[config.mk]
export PLATFORM = sky130hd
export DESIGN_NAME = snake_dir_ctrl
export DESIGN_NICKNAME = d
export VERILOG_FILES = /design/src/rtl/snake_pkg.sv /design/src/rtl/btn_debounce.sv /design/src/rtl/snake_dir_ctrl.sv
export SDC_FILE = /design/constraint.sdc
export NUM_CORES = 1
export LEC_CHECK = 0
export ABC_AREA = 1
export CORE_ASPECT_RATIO = 1.25
export CORE_UTILIZATION = 56
export CTS_CLUSTER_DIAMETER = 150
export DETAILED_ROUTE_END_ITERATION = 8
export PLACE_DENSITY = 0.73
export SYNTH_ARGS = -nofsm -noshare
export SYNTH_HDL_FRONTEND = slang
export SYNTH_SLANG_ARGS = --single-unit
[constraint.sdc]
create_clock -name clk -period 3.1 [get_ports clk]
set_clock_uncertainty 0.15 [all_clocks]
set_input_delay 0.93 -clock clk [delete_from_list [all_inputs] [get_ports clk]]
set_output_delay 0.93 -clock clk [all_outputs]
set_load 0.05 [all_outputs]
[src/rtl/snake_pkg.sv]
// rtl/snake_pkg.sv - shared heading/state types for the snake direction controller
package snake_pkg;

  typedef enum logic [1:0] {
    DIR_UP    = 2'b00,
    DIR_DOWN  = 2'b01,
    DIR_LEFT  = 2'b10,
    DIR_RIGHT = 2'b11
  } dir_t;

  typedef enum logic [1:0] {
    ST_IDLE  = 2'b00,
    ST_RUN   = 2'b01,
    ST_PAUSE = 2'b10
  } state_t;

  // Opposite headings share the upper bit and differ in the lower one.
  function automatic dir_t opposite(input dir_t d);
    return dir_t'({d[1], ~d[0]});
  endfunction

endpackage

[src/rtl/btn_debounce.sv]
// rtl/btn_debounce.sv - tick-sampled button debouncer with one-cycle press pulse
module btn_debounce #(
  parameter int DEB_TICKS = 4
) (
  input  logic clk,
  input  logic reset,
  input  logic tick,
  input  logic raw,
  output logic level,
  output logic press
);

  localparam int CW = $clog2(DEB_TICKS) + 1;

  logic [CW-1:0] cnt;

  always_ff @(posedge clk) begin
    if (reset) begin
      cnt   <= '0;
      level <= 1'b0;
      press <= 1'b0;
    end else begin
      press <= 1'b0;
      if (tick) begin
        if (raw == level) begin
          cnt <= '0;
        end else if (cnt == CW'(DEB_TICKS - 1)) begin
          level <= raw;
          cnt   <= '0;
          press <= raw;
        end else begin
          cnt <= cnt + 1'b1;
        end
      end
    end
  end

endmodule

[src/rtl/snake_dir_ctrl.sv]
// rtl/snake_dir_ctrl.sv - snake heading/step controller; SNAKE_DIR_QUEUE_EN selects a 2-deep turn queue
module snake_dir_ctrl
  import snake_pkg::*;
#(
  parameter int DEB_TICKS  = 4,
  parameter int MOVE_TICKS = 8
) (
  input  logic       clk,
  input  logic       reset,
  input  logic       div_clk_in,
  input  logic       btn_up,
  input  logic       btn_down,
  input  logic       btn_left,
  input  logic       btn_right,
  input  logic       btn_c,
  output logic [1:0] dir,
  output logic       move_stb,
  output logic       running,
  output logic       tick
);

  localparam int MCW = $clog2(MOVE_TICKS) + 1;

  logic [4:0]     raw_btn;
  logic [4:0]     press;
  logic [4:0]     unused_level;
  logic           div_prev;
  state_t         state;
  dir_t           cur_dir;
  logic [MCW-1:0] mcnt;
  logic           any_dir;
  dir_t           req;
  dir_t           ref_dir;
  logic           req_ok;
  logic           mterm;

  assign raw_btn = {btn_c, btn_right, btn_left, btn_down, btn_up};
  assign dir     = cur_dir;

  for (genvar i = 0; i < 5; i++) begin : g_deb
    btn_debounce #(.DEB_TICKS(DEB_TICKS)) u_deb (
      .clk   (clk),
      .reset (reset),
      .tick  (tick),
      .raw   (raw_btn[i]),
      .level (unused_level[i]),
      .press (press[i])
    );
  end

`ifdef SNAKE_DIR_QUEUE_EN
  dir_t       q [2];
  logic [1:0] q_cnt;
  logic       last_idx;
  assign last_idx = (q_cnt == 2'd2);
  assign ref_dir  = (q_cnt == 2'd0) ? cur_dir : q[last_idx];
`else
  dir_t pend;
  logic pend_vld;
  assign ref_dir = cur_dir;
`endif

  always_comb begin
    any_dir = |press[3:0];
    req     = DIR_RIGHT;
    if (press[0])      req = DIR_UP;
    else if (press[1]) req = DIR_DOWN;
    else if (press[2]) req = DIR_LEFT;
    req_ok = any_dir && (req != ref_dir) && (req != opposite(ref_dir));
  end

  assign mterm = (state == ST_RUN) && tick && (mcnt == MCW'(MOVE_TICKS - 1));

  always_ff @(posedge clk) begin
    if (reset) begin
      div_prev <= 1'b0;
      tick     <= 1'b0;
      move_stb <= 1'b0;
      running  <= 1'b0;
      state    <= ST_IDLE;
      cur_dir  <= DIR_RIGHT;
      mcnt     <= '0;
`ifdef SNAKE_DIR_QUEUE_EN
      q[0]     <= DIR_RIGHT;
      q[1]     <= DIR_RIGHT;
      q_cnt    <= 2'd0;
`else
      pend     <= DIR_RIGHT;
      pend_vld <= 1'b0;
`endif
    end else begin
      div_prev <= div_clk_in;
      tick     <= div_clk_in & ~div_prev;
      move_stb <= mterm;
      if (state == ST_RUN && tick) mcnt <= mterm ? '0 : mcnt + 1'b1;

      // Turns take effect only on a step so two quick turns cannot fold back.
`ifdef SNAKE_DIR_QUEUE_EN
      if (mterm) begin
        if (q_cnt != 2'd0) begin
          cur_dir <= q[0];
          q[0]    <= q[1];
          q_cnt   <= q_cnt - 1'b1;
        end
      end else if (state == ST_RUN && req_ok && q_cnt != 2'd2) begin
        q[q_cnt[0]] <= req;
        q_cnt       <= q_cnt + 1'b1;
      end
`else
      if (mterm) begin
        if (pend_vld) cur_dir <= pend;
        pend_vld <= 1'b0;
      end else if (state == ST_RUN && req_ok) begin
        pend     <= req;
        pend_vld <= 1'b1;
      end
`endif

      case (state)
        ST_IDLE: if (any_dir) begin
          state   <= ST_RUN;
          running <= 1'b1;
          cur_dir <= req;
          mcnt    <= '0;
        end
        ST_RUN: if (press[4]) begin
          state   <= ST_PAUSE;
          running <= 1'b0;
        end
        ST_PAUSE: if (press[4]) begin
          state   <= ST_RUN;
          running <= 1'b1;
        end
        default: begin
          state   <= ST_IDLE;
          running <= 1'b0;
        end
      endcase
    end
  end

endmodule
==> results.txt, run 1 <==
Once detail routing completed, the nets flagged for antenna violations numbered 0. The number of nets in the synthesized netlist is 248. In the global route stage, overall resource usage came out at 20.7%. On the final layout, the worst hold slack is 251 ps. The clock passes through at most 2 buffers. The clock network accounts for 33.5% of the total power.

The pin count of the biggest net entering global routing was 22. The post-cts repair resize count is 0, and the maximum achievable frequency is 0.366 GHz. The number of cells on the worst reg-to-reg path is 7.

For this run, the number of Yosys warnings is 0. The finished layout holds 285 standard cells, fillers aside. The hold-critical path depth was 1; the transition at the pin with the smallest max-transition slack was 660 ps. The cell row count is 22, and the ratio of cells with drive above 1 in the final layout is 8.03%. The number of placed instances, taps included, is 278.

Routability-driven placement finished with a final weighted congestion of 0.753. Global routing used 22.4% of the available met1 tracks. Total number of vias: 1,391. The critical path is of the reg2out type. Setup repair after global routing left no endpoint under its margin. The worst hold path belongs to the class reg2reg. The tool flagged a number of max-cap violations equal to 0. The run gives 5100 µm as the wire length of the first global-routing pass. Summing all non-filler instances in the final layout gives an area of 0.00196 mm². After technology mapping, the gate count stands at 234.

The HPWL after detailed placement is 2090 µm, and the clock transition at the register clock pins on the worst setup and hold paths after CTS is 110 ps. The run gives 45.8% as the sequential-to-total area share from yosys stat. The flow ran to the end, and the final reports show no timing, DRC or antenna violations. The tools report the met3 routing resource usage after global routing as 6.34%. The number of hold buffers added after cts was 0; the layout overhead on the synthesized area was 12.2%.

Of all nets on the critical path, the largest fanout is 9. In this run, distinct cell masters in the synthesized netlist total 23. Summed over all instances, the cell type with the most area after synthesis is sky130_fd_sc_hd__dfxtp_1.

The run gives 1,271 as the via count of the first global-routing pass. The tools report the critical path launch point type as a flip-flop. For this design the ratio of total power to cell area is 437 mW/mm². For this run, the post-layout net count is 263. The count of routing violations after the opening detailed-route iteration was 48; the flop and latch count out of synthesis was 40. The logs give 0 for the count of pins over their slew limit and 0.895 nW for the leakage dissipation. The worst-case IR drop observed on VDD is 418 µV. The placeable core area was 0.00295 mm²; the number of setup buffers added after CTS was 0. The synthesized netlist occupies a cell area of 0.00175 mm². The share of the synthesized area in the top cell type was 45.8%; the area of the die was 0.00335 mm².

By area the synthesized netlist is led by sky130_fd_sc_hd__dfxtp_1, sky130_fd_sc_hd__nand2_1, sky130_fd_sc_hd__inv_1. The overall die height was 64.4 µm. The share of total power dissipated in combinational logic is 5.7%. The tools report the master cell of the clock root buffer as sky130_fd_sc_hd__clkbuf_4. The initial antenna violation count is 0. STA classifies the critical path endpoint as an output port. After detailed routing, the number of vias per cell comes to 4.88. The placed instances occupy a cell area of 0.00190 mm². The number of antenna diodes in the final layout is 0. The total number of H-tree levels came out at 2. The tools report the internal portion of total power as 0.668 mW. In the post-route analysis, the smallest setup slack over all paths is 368 ps. Global routing consumed, on the met2 layer, 35.6% of the routing resources. The run gives 5 as the number of iterations in the first detailed-routing pass. Headroom to the max-slew limit came out at 55.9%. The final setup violation count was 0. The floorplan step set the die width to 52.0 µm. Prior to clock tree synthesis, the placed netlist has a worst setup slack of 634 ps.

The final critical path takes up 88.1% of the cycle. The total grt overflow was 0. The number of remaining DRC errors is 0, and the net switching power of the design is 0.189 mW. The top cell types in the final layout, fill and taps aside, are sky130_fd_sc_hd__nand2_1, sky130_fd_sc_hd__dfxtp_1, sky130_fd_sc_hd__inv_1. After detailed routing, the average wire length per cell comes to 10.4 µm. The most frequent standard cell in the layout excluding fill and tap cells was sky130_fd_sc_hd__nand2_1.

TritonCTS built the clock tree. In this run, flip-flops and latches consume 60.8% of the power. The tree built by TritonCTS fans out to 40 sinks. The layer flagged by global routing as most heavily used is met2. After routing, the total negative slack on setup checks comes to 0 ps.

13 I/O pins were placed. The run gives 340 ps as the insertion delay to the later sink of the worst-skew pair. The shortest period the worst path allows is 2730 ps, and the required time of the worst setup path is 2020 ps. The run gives 59.3% as the starting density of the core. Input and output buffers added on the ports amount to 12.

The overall routed net length was 2960 µm; the hold violation count in the final report was 0. The switching part of the total was 22.1%. The filler cells instantiated in the layout total 272. TritonCTS created 5 clock buffers.

A synthesized cell averages 7.46 µm². For the worst setup path, the data arrival time is 1650 ps.
[cell type report]
| class | instances | area [µm²] | area share (%) |
|---|---|---|---|
| repair buffers | 14 | 135 | 6.89 |
| well taps | 36 | 45.0 | 2.30 |
| flip-flops and latches | 40 | 801 | 40.8 |
| multi-input cells | 159 | 806 | 41.1 |
| clock buffers | 7 | 65.1 | 3.32 |
| inverters | 29 | 109 | 5.55 |
[path summary, 6_finish.rpt]
kind	slack, ps	to	from
worst max-delay path	370	tick	tick
worst min-delay path	250	tick	div_prev
worst max register to register	1670	pend[0]	mcnt[0]
worst min register to register	250	tick	div_prev
[state kept, by name, indices dropped and copies added, names as in the netlist]
name               flops
g_deb.u_deb.cnt       15
g_deb.u_deb.level      5
g_deb.u_deb.press      5
mcnt                   4
dir                    2
pend                   2
state                  2
div_prev               1
move_stb               1
pend_vld               1
running                1
tick                   1
[through the flow]
stage          util [%]  total power [mW]
3_5_place_dp       64.4             0.583
3_3_place_gp       64.4             0.582
4_1_cts            66.6             0.869
2_1_floorplan         -             0.564
5_1_grt            66.6             0.894
6_report           66.6             0.857
[cells in the mapped netlist]
master and count:
sky130_fd_sc_hd__nand3_1 15, sky130_fd_sc_hd__inv_1 27, sky130_fd_sc_hd__nand2_2 2, sky130_fd_sc_hd__xor2_1 3, sky130_fd_sc_hd__nor2_1 24, sky130_fd_sc_hd__buf_4 1, sky130_fd_sc_hd__nand3_4 1, sky130_fd_sc_hd__nand3b_1 1
sky130_fd_sc_hd__nand2_1 63, sky130_fd_sc_hd__a31oi_1 1, sky130_fd_sc_hd__xnor2_1 4, sky130_fd_sc_hd__a21oi_2 1, sky130_fd_sc_hd__nand4_1 7, sky130_fd_sc_hd__ha_1 6, sky130_fd_sc_hd__dfxtp_1 40, sky130_fd_sc_hd__inv_2 2
sky130_fd_sc_hd__or2_2 3, sky130_fd_sc_hd__a21oi_1 20, sky130_fd_sc_hd__buf_1 1, sky130_fd_sc_hd__buf_2 4, sky130_fd_sc_hd__nor3_1 1, sky130_fd_sc_hd__nor2_4 2, sky130_fd_sc_hd__o21ai_0 5
[power groups by stage]
| stage | Sequential, mW | Combinational (mW) | Clock [mW] |
|---|---|---|---|
| 5_1_grt | 0.522 | 0.0541 | 0.317 |
| 4_1_cts | 0.521 | 0.0497 | 0.298 |
| 3_5_place_dp | 0.533 | 0.0495 | 0 |
| 6_report | 0.521 | 0.0490 | 0.287 |
| 2_1_floorplan | 0.535 | 0.0291 | 0 |
| 3_3_place_gp | 0.533 | 0.0487 | 0 |
[worst max-delay path, stage by stage, from the launching register on]
cell and delay (ps):
sky130_fd_sc_hd__dfxtp_1 320, sky130_fd_sc_hd__buf_4 170, sky130_fd_sc_hd__clkdlybuf4s50_1 820
[kinds of logic after synthesis]
kind of cell               synth area share, %
DFF                                       45.8
buffers and inverters                     8.02
xor gates and xnor gates                  3.51
and+or+nand+nor                           30.3
AOI/OAI and AO/OA                         8.02
adders and majority gates                 4.30
[metal layers]
metal	part of all wire (%)	vias up
met4	2.1	0
met5	0	-
met3	3.0	6
met2	47	16
li1	-	767
met1	47	602
(Power assumes the default switching activity.)
==> inputs of run 2 (changes only) <==
--- a/config.mk
+++ b/config.mk
@@ -10,6 +10,7 @@
 export CORE_UTILIZATION = 56
 export CTS_CLUSTER_DIAMETER = 150
 export DETAILED_ROUTE_END_ITERATION = 8
+export GPL_TIMING_DRIVEN = 0
 export PLACE_DENSITY = 0.73
 export SYNTH_ARGS = -nofsm -noshare
 export SYNTH_HDL_FRONTEND = slang
==> run 2 against run 1 <==
Combinational power up 3%. Non-clock buffer count up 3. Critical path type unchanged. Highest routed layer unchanged. Largest cell class unchanged. Flip-flop and latch count unchanged. Cell count up 1.4%.
==> results.txt, run 2 (synthesis gave the netlist of run 1 again) <==
The layout overhead on the synthesized area was 12.2% (unchanged). The run gives 2020 ps (about the same) as the required time of the worst setup path. For the internal reg-to-reg setup slack, the log shows 1690 ps (+20 ps). The flip-flop count of the largest register, all copies and words added came out at 15 (unchanged).

The number of standard cells in the layout, taps in and fillers out is 289 (+1.4%), and the pin count of the biggest net entering global routing is 12 (-45%). The logs give 5340 µm (+4.7%) for the wire length of the first global-routing pass and 0 (unchanged) for the hold violation count in the final report. The width of the die was 52.0 µm (unchanged). The number of remaining DRC errors was 0 (unchanged). The mean number of vias per cell is 4.91 (+0.60%), and the via count of the first global-routing pass is 1,318 (+3.7%). The final cycle utilization of the critical path came out at 84.8% (-3.3 points). The top cell types in the final layout, fill and taps aside, are sky130_fd_sc_hd__nand2_1, sky130_fd_sc_hd__dfxtp_1, sky130_fd_sc_hd__inv_1. Post-cts repair resize count: 0 (unchanged). The run finished with clean final reports. The tools report the final total negative setup slack as 0 ps (unchanged).

The critical path launch point type was a flip-flop. The least setup slack across all paths after layout was 471 ps (+103 ps); the total grt overflow was 0 (unchanged). Total of max-cap violations: 0 (unchanged). The number of hold buffers added after cts came out at 0 (unchanged). The stage delay of the slowest cell on the critical path came out at 810 ps (about the same). The transition at the pin with the smallest max-transition slack was 490 ps (-170 ps). The overall routed net length was 3130 µm (+5.4%); the number of buffer cells added on primary ports was 11 (-1). For the met1 capacity usage during global routing, the log shows 22.7% (+0.28 points). The maximum achievable frequency is 0.380 GHz (+3.9%), and the ratio of cells with drive above 1 in the final layout is 8.70% (+0.66 points).

Overall die height: 64.4 µm (unchanged). The tools report the count of pins over their slew limit as 0 (unchanged). Counting flops per register, the top entry is g_deb.u_deb.cnt. Setup repair after global routing left no endpoint under its margin.

The maximum clock insertion buffer count is 2 (unchanged). The tools report the cell row count as 22 (unchanged). TritonCTS built the clock tree. The global routing usage summed across all routing layers came out at 21.7% (+0.96 points). The clock transition at the register clock pins on the worst setup and hold paths after CTS is 110 ps (about the same), and the area of the die is 0.00335 mm² (unchanged).

Shortest period the worst path allows: 2630 ps (-103 ps). The total number of H-tree levels is 2 (unchanged). Number of iterations in the first detailed-routing pass: 4 (-1). The worst setup path is of the reg2out kind.

The most frequent standard cell in the layout excluding fill and tap cells was sky130_fd_sc_hd__nand2_1. The maximum fanout count along the critical path is 3 (-6). The tools report the I/O pin count as 13 (unchanged). The number of CTS-inserted buffers was 5 (unchanged); the areal power density over the cells was 434 mW/mm² (-0.70%). For the final setup violation count, the log shows 0 (unchanged).

The worst hold path belongs to the class reg2reg. The logs give 0.00295 mm² (unchanged) for the placeable core area and 41 (-15%) for the count of routing violations after the opening detailed-route iteration. The worst slack at placement is 856 ps (+222 ps), and the final weighted congestion in routability-driven placement is 0.781 (+3.7%).

The diode insertion count for antenna repair was 0 (unchanged); the met3 routing resource usage after global routing was 4.23% (-2.1 points). The largest individual stage delay along the critical path comes from the cell sky130_fd_sc_hd__clkdlybuf4s50_1. The post-layout net count was 266 (+1.1%). Traced cell by cell, the critical path runs through clkdlybuf4s50_1. The tools report the signal arrival time at the worst endpoint as 1550 ps (-100 ps). The worst-case headroom to the max-slew limit was 67.3% (+11 points).

The post-route antenna net violation count is 0 (unchanged). The tools report the placed cell count as 281 (+1.1%). The dominant delay contributor by cell family on the critical path is buffers and inverters. STA classifies the critical path endpoint as an output port. CTS placed an instance of sky130_fd_sc_hd__clkbuf_4 at the clock tree root. The insertion delay to the later sink of the worst-skew pair was 360 ps (+20 ps); the maximum vdd drop was 415 µV (-0.70%).

The total number of vias is 1,419 (+2.0%), and the leakage dissipation is 0.897 nW (+0.26%). The logs give 38.5% (+2.9 points) for the global-route track usage on met2 and 0 (unchanged) for the initial antenna violation count. Most heavily used metal layer in global routing: met2. The largest registers in the layout are g_deb.u_deb.cnt x15, g_deb.u_deb.level x5, g_deb.u_deb.press x5.

The number of setup buffers added after CTS was 0 (unchanged); the total buffers and inverters traversed by the critical path was 1 (-1). The starting density of the core came out at 59.3% (unchanged). The HPWL after detailed placement is 2270 µm (+8.4%), and the post-detailed-route wirelength per cell is 10.8 µm (+4.0%). TritonCTS sink count: 40 (unchanged).
## run 2: cell types whose count changed in the layout (fill, tap and decap cells not counted)
cell                              before  now
sky130_fd_sc_hd__clkbuf_8              2    1
sky130_fd_sc_hd__buf_1                 0    1
sky130_fd_sc_hd__buf_4                 2    1
sky130_fd_sc_hd__clkdlybuf4s50_1      12   11
sky130_fd_sc_hd__buf_2                 0    4
sky130_fd_sc_hd__clkbuf_1              0    2
## run 2: per-layer routing
metal | wire length (µm) | vias up
met5 | 0 | -
met1 | 1410 | 620
met3 | 88 | 5
met4 | 51 | 0
met2 | 1570 | 15
li1 | - | 779
## run 2: final timing paths
| kind | startpoint | endpoint | depth (start not counted) |
|---|---|---|---|
| hold / removal | div_prev | tick | 1 |
| setup / recovery | dir[1] | dir[1] | 1 |
| hold reg to reg | div_prev | tick | 1 |
| setup reg to reg | mcnt[0] | pend[1] | 7 |
## run 2: through the flow
stage          util, %  area [µm²]  power [mW]  hold WS (ps)
2_1_floorplan        -        1750       0.564           223
5_1_grt           66.6        1960       0.885           292
6_report          66.6        1960       0.851           243
3_3_place_gp      64.6        1900       0.583           228
4_1_cts           66.6        1960       0.855           244
3_5_place_dp      64.6        1900       0.584           227
## run 2: layout make-up
type,instances,area (µm²)
plain buffers,6,31.3
repair buffers,11,110
inverters,29,109
clock buffers,8,58.8
fillers,266,985
well taps,36,45.0
multi-input cells,159,806
flip-flops and latches,40,801
## run 2: power breakdown
group          switching (mW)  internal [mW]  total (mW)
clock                   0.167          0.112       0.279
sequential            0.00280          0.519       0.521
combinational          0.0299         0.0205      0.0503
total                   0.200          0.651       0.851
==> inputs of run 3 (changes only) <==
==> constraint.sdc (replaced) <==
create_clock -name clk -period 2.5 [get_ports clk]
set_clock_uncertainty 0.15 [all_clocks]
set_input_delay 0.75 -clock clk [delete_from_list [all_inputs] [get_ports clk]]
set_output_delay 0.75 -clock clk [all_outputs]
set_load 0.05 [all_outputs]
==> results of run 3 <==
Same layout as run 2 (identical final DEF). Status: finished clean.
Among the figures that moved: setup slack after placement 856 ps -> 436 ps; setup slack after layout 471 ps -> 51.1 ps; register-to-register setup slack 1690 ps -> 1090 ps; total power 0.851 mW -> 1.06 mW; worst IR drop on VDD 415 µV -> 515 µV
